## src/rtl/bucket_drain.sv

```systemverilog
// bucket_drain
//   Read-side counterpart of the sketch bucket updater. After a measurement
//   epoch it walks the bucket RAM from address 0 to DEPTH-1. Every non-empty
//   entry ({id, count}, all-zero meaning empty) is emitted on a valid/ready
//   stream. When clear_en is latched with start, each word read is written
//   back as zero so the next epoch starts clean.
//
// Ports
//   clk, rst           single clock, synchronous active-high reset
//   start, clear_en    pass request pulse; clear_en is latched with it
//   busy, done         pass in progress / one-cycle end-of-pass pulse
//   entry_cnt          non-empty entries emitted in the last pass
//   ram_rden/raddr     read port, data returns on ram_rdata one cycle later
//   ram_wren/waddr/wdata  clear write port (wdata is always zero)
//   out_valid/ready    output stream handshake
//   out_addr/id/count  bucket index and contents of the head beat
module bucket_drain #(
  parameter int RAM_PTR    = 10,
  parameter int FIFO_DEPTH = 2
) (
  input  logic               clk,
  input  logic               rst,
  input  logic               start,
  input  logic               clear_en,
  output logic               busy,
  output logic               done,
  output logic [RAM_PTR:0]   entry_cnt,
  output logic               ram_rden,
  output logic [RAM_PTR-1:0] ram_raddr,
  input  logic [63:0]        ram_rdata,
  output logic               ram_wren,
  output logic [RAM_PTR-1:0] ram_waddr,
  output logic [63:0]        ram_wdata,
  output logic               out_valid,
  input  logic               out_ready,
  output logic [RAM_PTR-1:0] out_addr,
  output logic [31:0]        out_id,
  output logic [31:0]        out_count
);

  localparam int PTR_W   = (FIFO_DEPTH > 1) ? $clog2(FIFO_DEPTH) : 1;
  localparam int CNT_W   = $clog2(FIFO_DEPTH + 2);
  localparam int ENTRY_W = RAM_PTR + 64;
  localparam logic [RAM_PTR-1:0] LAST_ADDR = '1;

  typedef enum logic [1:0] {
    IDLE,
    SCAN,
    DRAIN,
    FINISH
  } state_t;

  state_t             state_q, state_d;
  logic [RAM_PTR-1:0] rd_addr_q;
  logic               rd_pending_q;
  logic [RAM_PTR-1:0] ret_addr_q;
  logic               clear_q;
  logic [RAM_PTR:0]   entry_cnt_q;

  logic [ENTRY_W-1:0] fifo_mem [FIFO_DEPTH];
  logic [PTR_W-1:0]   head_q, tail_q;
  logic [CNT_W-1:0]   fifo_cnt_q;

  logic               start_ok;
  logic               push;
  logic               pop;
  logic [CNT_W-1:0]   credit_used;
  logic [ENTRY_W-1:0] head_entry;

  function automatic logic [PTR_W-1:0] ptr_inc(input logic [PTR_W-1:0] p);
    if (p == PTR_W'(FIFO_DEPTH - 1)) return '0;
    return p + PTR_W'(1);
  endfunction

  // A returned word occupies a credit until it is either dropped (empty) or
  // leaves the FIFO, so outstanding reads plus buffered beats never exceed the
  // FIFO size. Only registered terms feed ram_rden, keeping out_ready off the
  // read-enable path.
  assign start_ok    = start && (state_q == IDLE);
  assign credit_used = fifo_cnt_q + CNT_W'(rd_pending_q);
  assign push        = rd_pending_q && (ram_rdata != 64'b0);
  assign out_valid   = (fifo_cnt_q != '0);
  assign pop         = out_valid && out_ready;

  assign head_entry = fifo_mem[head_q];
  assign out_addr   = head_entry[ENTRY_W-1:64];
  assign out_id     = head_entry[63:32];
  assign out_count  = head_entry[31:0];

  // Every returned word is cleared, empty or not, so a read racing a late
  // updater write still leaves the bucket zeroed.
  assign ram_raddr = rd_addr_q;
  assign ram_wren  = rd_pending_q && clear_q;
  assign ram_waddr = ret_addr_q;
  assign ram_wdata = 64'b0;

  assign busy      = (state_q != IDLE);
  assign entry_cnt = entry_cnt_q;

  // Next-state and read-issue logic. The pass moves to DRAIN once the last
  // address has been issued, and only finishes when nothing is in flight and
  // the output buffer has emptied.
  always_comb begin
    state_d  = state_q;
    ram_rden = 1'b0;
    done     = 1'b0;
    case (state_q)
      IDLE: begin
        if (start) state_d = SCAN;
      end
      SCAN: begin
        ram_rden = (credit_used < CNT_W'(FIFO_DEPTH));
        if (ram_rden && (rd_addr_q == LAST_ADDR)) state_d = DRAIN;
      end
      DRAIN: begin
        if (!rd_pending_q && (fifo_cnt_q == '0)) state_d = FINISH;
      end
      FINISH: begin
        done    = 1'b1;
        state_d = IDLE;
      end
      default: state_d = IDLE;
    endcase
  end

  // State, address walk, read tracking and the emitted-entry counter. The
  // address counter saturates at the last address rather than wrapping.
  always_ff @(posedge clk) begin
    if (rst) begin
      state_q      <= IDLE;
      rd_addr_q    <= '0;
      rd_pending_q <= 1'b0;
      ret_addr_q   <= '0;
      clear_q      <= 1'b0;
      entry_cnt_q  <= '0;
    end else begin
      state_q      <= state_d;
      rd_pending_q <= ram_rden;
      if (ram_rden) ret_addr_q <= rd_addr_q;
      if (start_ok) begin
        rd_addr_q <= '0;
        clear_q   <= clear_en;
      end else if (ram_rden && (rd_addr_q != LAST_ADDR)) begin
        rd_addr_q <= rd_addr_q + RAM_PTR'(1);
      end
      if (start_ok) entry_cnt_q <= '0;
      else if (push) entry_cnt_q <= entry_cnt_q + (RAM_PTR + 1)'(1);
    end
  end

  // Output buffer pointers; reset discards any buffered beats.
  always_ff @(posedge clk) begin
    if (rst) begin
      head_q     <= '0;
      tail_q     <= '0;
      fifo_cnt_q <= '0;
    end else begin
      if (push) tail_q <= ptr_inc(tail_q);
      if (pop) head_q <= ptr_inc(head_q);
      case ({push, pop})
        2'b10:   fifo_cnt_q <= fifo_cnt_q + CNT_W'(1);
        2'b01:   fifo_cnt_q <= fifo_cnt_q - CNT_W'(1);
        default: fifo_cnt_q <= fifo_cnt_q;
      endcase
    end
  end

  // Buffer storage needs no reset; validity comes from the count.
  always_ff @(posedge clk) begin
    if (push) fifo_mem[tail_q] <= {ret_addr_q, ram_rdata};
  end

endmodule

```

## config.mk

```make
export PLATFORM = sky130hd
export DESIGN_NAME = bucket_drain
export DESIGN_NICKNAME = d
export VERILOG_FILES = /design/src/rtl/bucket_drain.sv
export SDC_FILE = /design/constraint.sdc
export NUM_CORES = 1
export LEC_CHECK = 0
export ABC_AREA = 1
export CORE_ASPECT_RATIO = 0.7
export CORE_MARGIN = 2
export CORE_UTILIZATION = 48
export CTS_CLUSTER_DIAMETER = 100
export DETAILED_ROUTE_END_ITERATION = 8
export GPL_ROUTABILITY_DRIVEN = 0
export GPL_TIMING_DRIVEN = 0
export PLACE_DENSITY = 0.82
export RECOVER_POWER = 100
export SLEW_MARGIN = 25
export SYNTH_ARGS = -nofsm -noshare
export SYNTH_HDL_FRONTEND = slang
export SYNTH_SLANG_ARGS = --single-unit
```

## constraint.sdc

```tcl
create_clock -name clk -period 10.5 [get_ports clk]
set_input_delay 2.1 -clock clk [delete_from_list [all_inputs] [get_ports clk]]
set_output_delay 2.1 -clock clk [all_outputs]
set_load 0.02 [all_outputs]
```

==> results of run 1 <==
==> through the flow <==
stage / cell area, µm² / power, mW / utilization (%)
2_1_floorplan: 8270 / 1.45 / -
3_3_place_gp: 10300 / 1.79 / 63.2
3_5_place_dp: 10400 / 1.81 / 63.9
4_1_cts: 11100 / 2.48 / 67.6
5_1_grt: 10900 / 2.51 / 66.9
6_report: 10900 / 2.40 / 66.9
==> cell families after synthesis <==
| group | Yosys count | share of synthesized area, % |
|---|---|---|
| multiplexers | 74 | 10.4 |
| adder cells (fa/ha/maj) | 8 | 1.25 |
| XOR/XNOR | 10 | 1.18 |
| buffers and inverters | 112 | 8.77 |
| AO/OA/AOI/OAI | 54 | 3.61 |
| flip-flops | 188 | 65.3 |
| other | 1 | 0.0467 |
| AND/OR/NAND/NOR | 178 | 9.48 |
==> layout by cell type, fill, tap and decap left out, drive strengths merged, types with 2 or more instances in the layout <==
cell,instances
clkinv,4
xnor2,2
bufinv,4
edfxtp,148
clkbuf,35
nand2,76
inv,34
buf,67
nor3,8
dfxtp,40
conb,64
clkinvlp,3
ha,8
o21ai,20
diode,2
dlygate4sd3,168
a21oi,32
xor2,8
nor2,67
nand3,21
nand4,3
mux2,74
clkdlybuf4s50,10
==> worst min path at each step <==
stage / slack [ps] / depth (start not counted) / start / to
4_1_cts: 460 / 1 / head_q / head_q
2_1_floorplan: 430 / 1 / head_q / flop
3_5_place_dp: 450 / 1 / head_q / head_q
6_report: 460 / 1 / head_q / flop
3_3_place_gp: 440 / 1 / head_q / head_q
5_1_grt: 500 / 0 / ram_waddr[9] / fifo_mem[1][73]
==> sequential cells by signal (all words and copies together), names as in the netlist, named ones only <==
| register | cells |
|---|---|
| fifo_mem | 148 |
| entry_cnt | 11 |
| ram_raddr | 10 |
| ram_waddr | 10 |
| fifo_cnt_q | 2 |
| state_q | 2 |
| clear_q | 1 |
| head_q | 1 |
| rd_pending_q | 1 |
| tail_q | 1 |
==> layout make-up <==
type | count | area (µm²) | share of cell area [%]
Sequential cell | 188 | 5250 | 48.0
Multi-Input combinational cell | 388 | 2310 | 21.1
Timing Repair Buffer | 182 | 1800 | 16.4
Buffer | 80 | 559 | 5.11
Clock buffer | 18 | 429 | 3.92
Tap cell | 225 | 282 | 2.57
Clock inverter | 13 | 189 | 1.73
Inverter | 32 | 126 | 1.16
Antenna cell | 2 | 5.00 | 0.0458
==> worst max-delay path, cell delays in order <==
cell,delay [ps]
dlygate4sd3_1,610
nor2_1,70
nand2_1,80
nor2_1,50
nand2_1,70
nor2_1,40
nand2_1,210
nand2_1,170
clkbuf_1,260
nor2_1,930
clkbuf_1,790
clkbuf_1,1030
==> routing by layer <==
layer	vias up	share of wire [%]	track usage, %	wire length (µm)
met5	-	0.16	0	27
li1	2584	-	-	-
met2	170	48	32.4	8390
met1	2555	42	25.5	7400
met3	18	8.2	5.52	1430
met4	4	0.96	4.86	167
==> where the power goes <==
| part | internal, mW | leakage, nW | switching, mW |
|---|---|---|---|
| sequential | 0.917 | 1.67 | 0.0464 |
| combinational | 0.329 | 2.20 | 0.434 |
| clock | 0.400 | 0.298 | 0.271 |
==> impl_metrics.csv, run 1 <==
group,metric,value,unit
critical_path,cp_data_required_time,10520,ps
synth,post-synth-top-area-cell,"edfxtp_1",
floorplanning,std_cell_rows,39,
timing,rsz0062_at_grt,"no",
route,drc_errors,0,
global_route,via_count_of_the_first_global_routing_pass,5167,
placement,placedCellCount,1095,
layout,design.final.nets,966,
synth,synthMostInstantiatedCell,"edfxtp_1",
critical_path,timing.critical_path.to,"fifo_mem[0][56]",
timing,fin_hold_ws,462,ps
clock_network,clk_lat_worst_skew,420,ps
timing,timing.final.ws_setup,4080,ps
floorplanning,fp.dieH,112,µm
global_route,grt_start_max_net_pins,39,
synth,top_area_cells_in_the_synthesized_netlist,"edfxtp_1, mux2_2, dfxtp_1",
clock_network,cts_sink_count,188,
route,via_count,5331,
route,drt_pre_antenna_iters,4,
min_path,type_of_the_tightest_min_delay_check,"flop to flop",
critical_path,crit_path_end_kind,"flop",
timing,fmaxAchievable,156,MHz
clock_network,cts_tree,"yes",
clock_network,total_of_hold_buffers_inserted_after_clock_tree_synthesis,0,
route,wl_per_cell,15.4,µm
synth,synth.avg_cell_area,12.9,µm²
timing,timing_hold_violations_final,0,
clock_network,tritoncts.num_buffers,17,
timing,slew_headroom,-47.4,%
clock_network,clk_transition_reported_paths,60,ps
floorplanning,io_pins,243,
route,first_iter_violations,283,
timing,setup_viol,0,
clock_network,cts_repair_resize_count,0,
global_route,groute.usage.overall,19.5,%
critical_path,reg2regPathDepth,6,
layout,drive_above_1_share,20.5,%
synth,dominantRegCellSynth,"edfxtp_1",
outcome,failed_checks,"capacitance limit, slew limit",
outcome,run_status,"complete, but fails checks",
synth,syn_inst,625,
floorplanning,core_area,0.0163,mm²
layout,fin_cells,1128,
critical_path,start_kind,"input port",
layout,fillCellCount,1224,
synth,synth_edf_count,148,
critical_path,worst_r2r_endpoint,"fifo_mem[0][56]",
critical_path,critical_path.max_fanout,23,
synth,synth_warnings,0,
synth,synth_top_area_share,55.3,%
timing,clock-skew-final,14.4,ps
critical_path,timing.critical_path.arrival,6440,ps
power_and_ir_drop,power-per-cell-area,219,mW/mm²
global_route,wire_length_of_the_first_global_routing_pass,26500,µm
route,ant_nets,0,
critical_path,critical_path.startpoint,"ram_rdata[12]",
floorplanning,starting_density_of_the_core,49.1,%
route,routed_via_density,4.73,
synth,synth-async-reset-ratio,0,%
critical_path,setup.worst_path.class,"input port to flop",
timing,maxSlewViolCount,77,
power_and_ir_drop,vdd.ir_drop.worst,123,µV
clock_network,cts_max_path_buffers,2,
clock_network,ctsHtreeMaxLevel,4,
power_and_ir_drop,static-leakage-power,4.17,nW
timing,finalSetupTns,0,ps
route,postRouteWirelength,17400,µm
floorplanning,die-width,159,µm
clock_network,post-cts-setup-buffer-count,0,
timing,layout_min_cycle_time,6420,ps
floorplanning,die-area,0.0178,mm²
critical_path,worstReg2RegStart,"rd_pending_q",
timing,worst_pin_slew,2210,ps
layout,synthToLayoutAreaGrowth,36.1,%
global_route,grt-ovfl-total,0,
critical_path,timing.reg2reg.setup_slack,6490,ps
synth,synth_sequential_area_ratio,65.3,%
synth,synthTopCellsByCount,"edfxtp_1, mux2_2, nand2_1, nor2_1, buf_4",
timing,period_share,61.1,%
placement,hpwl_detailed,12600,µm
synth,post_synth_instance_area,0.00803,mm²
placement,buffer_ports.inserted,178,
clock_network,ctsRootBufferMaster,"clkbuf_16",
run,maxCapViolations,2,
global_route,initial_antenna_violation_count,2,
synth,ys_types,36,
placement,place_ws,5780,ps
synth,ys_seq_elements,188,
(Power assumes the default switching activity.)
==> inputs of run 2 (changes only) <==
CORE_UTILIZATION = 47   (was 48)
PLACE_DENSITY = 0.8   (was 0.82)
clock period = 6.7 ns   (was 10.5 ns; I/O delays follow)
==> run 2 against run 1 <==
Against the previous run:
- the run still ends with capacitance limit, slew limit left
- die area up 2.1%
- first-iteration DRC count up 29%
- hold slack worse by 5.5 ps
- global-route usage down 0.62 points
- via count down 1.6%
- flip-flop and latch count unchanged
- cell count unchanged
- setup slack worse by 2100 ps
- largest power group unchanged
==> impl_metrics.csv, run 2 (synthesis results as in run 1) <==
group,metric,value,unit
outcome,run_status,"complete, but fails checks",
outcome,failed_checks,"capacitance limit, slew limit",
timing,slew_headroom,-18.0,%
critical_path,timing.reg2reg.setup_slack,3730,ps
timing,setup_viol,0,
critical_path,worst_r2r_endpoint,"fifo_mem[0][48]",
timing,clock-skew-final,9.83,ps
floorplanning,core_area,0.0165,mm²
power_and_ir_drop,static-leakage-power,4.20,nW
global_route,initial_antenna_violation_count,5,
floorplanning,die-area,0.0182,mm²
timing,timing.final.ws_setup,1960,ps
route,drt_pre_antenna_iters,4,
critical_path,crit_path_end_kind,"flop",
clock_network,clk_lat_worst_skew,420,ps
layout,design.final.nets,966,
clock_network,cts_sink_count,188,
floorplanning,io_pins,243,
critical_path,timing.critical_path.to,"fifo_mem[1][32]",
timing,fin_hold_ws,457,ps
timing,maxSlewViolCount,52,
clock_network,cts_tree,"yes",
timing,worst_pin_slew,1760,ps
run,maxCapViolations,2,
route,postRouteWirelength,17200,µm
layout,drive_above_1_share,20.8,%
layout,layout_common_cells,"dlygate4sd3_1, edfxtp_1, mux2_2",
timing,finalSetupTns,0,ps
global_route,grt-ovfl-total,0,
placement,hpwl_detailed,12400,µm
timing,layout_min_cycle_time,4740,ps
global_route,grt_start_max_net_pins,40,
clock_network,clk_transition_reported_paths,70,ps
route,routed_via_density,4.65,
timing,period_share,70.7,%
placement,buffer_ports.inserted,178,
global_route,groute.usage.overall,18.9,%
layout,registers.top_by_ff_count,"fifo_mem",
power_and_ir_drop,vdd.ir_drop.worst,201,µV
critical_path,reg2regPathDepth,6,
global_route,wire_length_of_the_first_global_routing_pass,26500,µm
global_route,via_count_of_the_first_global_routing_pass,5231,
clock_network,tritoncts.num_buffers,17,
floorplanning,fp.dieH,113,µm
route,drc_errors,0,
timing,timing_hold_violations_final,0,
layout,synthToLayoutAreaGrowth,37.1,%
clock_network,ctsRootBufferMaster,"clkbuf_16",
critical_path,setup.worst_path.class,"input port to flop",
placement,place_ws,2730,ps
route,wl_per_cell,15.3,µm
clock_network,total_of_hold_buffers_inserted_after_clock_tree_synthesis,0,
critical_path,critical_path.max_fanout,39,
placement,dpl_cell_area,0.0104,mm²
route,ant_nets,0,
critical_path,cp_data_required_time,6840,ps
layout,max_reg_flops,148,
route,first_iter_violations,364,
timing,rsz0062_at_grt,"no",
layout,final_design_area_no_fill,0.0110,mm²
layout,commonest_non_fill_non_tap_cell_in_the_layout,"dlygate4sd3_1",
min_path,type_of_the_tightest_min_delay_check,"flop to flop",
clock_network,cts_max_path_buffers,2,
critical_path,critical_path.startpoint,"ram_rdata[63]",
critical_path,timing.critical_path.arrival,4870,ps
clock_network,ctsHtreeMaxLevel,4,
clock_network,post-cts-setup-buffer-count,0,
power_and_ir_drop,power-per-cell-area,341,mW/mm²
floorplanning,starting_density_of_the_core,48.6,%
layout,postLayoutCoreUtil,66.6,%
layout,fillCellCount,1192,
critical_path,start_kind,"input port",
critical_path,worstReg2RegStart,"rd_pending_q",
floorplanning,std_cell_rows,39,
floorplanning,die-width,160,µm
clock_network,cts_repair_resize_count,0,
route,via_count,5247,
timing,fmaxAchievable,211,MHz
-- run 2: where the power goes --
part | leakage [nW] | internal (mW) | switching, mW
combinational | 2.24 | 0.538 | 0.689
clock | 0.289 | 0.621 | 0.409
sequential | 1.67 | 1.43 | 0.0708
total | 4.20 | 2.59 | 1.17
-- run 2: through the flow --
step                cells  total power [mW]
floorplan             688              2.28
global placement     1091              2.81
detailed placement   1095              2.83
CTS                  1125              3.87
global route         1127              3.93
finish               1128              3.76
-- run 2: worst min path at each step --
stage	slack [ps]	endpoint	start	cells past startpoint
floorplan	430	flop	head_q	1
global placement	440	head_q	head_q	1
detailed placement	450	flop	head_q	1
CTS	460	head_q	head_q	1
global route	500	head_q	head_q	1
finish	460	head_q	head_q	1
-- run 2: final cells by class --
type                    count  area (µm²)  area share, %
flip-flops and latches    188        5250           47.6
clock inverters            11         170           1.55
multi-input cells         388        2310           21.0
clock buffers              19         433           3.93
well taps                 225         282           2.56
inverters                  32         126           1.15
repair buffers            182        1880           17.0
plain buffers              80         559           5.08
diodes                      3        7.51         0.0682
-- run 2: per-layer routing --
layer  vias to the layer above  share of wire [%]  GRT usage [%]
met3                        26                7.5           6.04
met1                      2446                 44           24.5
met5                         -               0.14              0
met2                       184                 47           30.6
li1                       2587                  -              -
met4                         4                1.4           6.37
-- run 2: worst max-delay path, stage by stage --
cell           delay (ps)
dlygate4sd3_1         570
nor2_1                230
nand2_1                90
nor2_1                100
nand2_1                60
nor2_1                120
nand2_1               200
nand3_1               160
clkinvlp_2           1290
buf_12                670
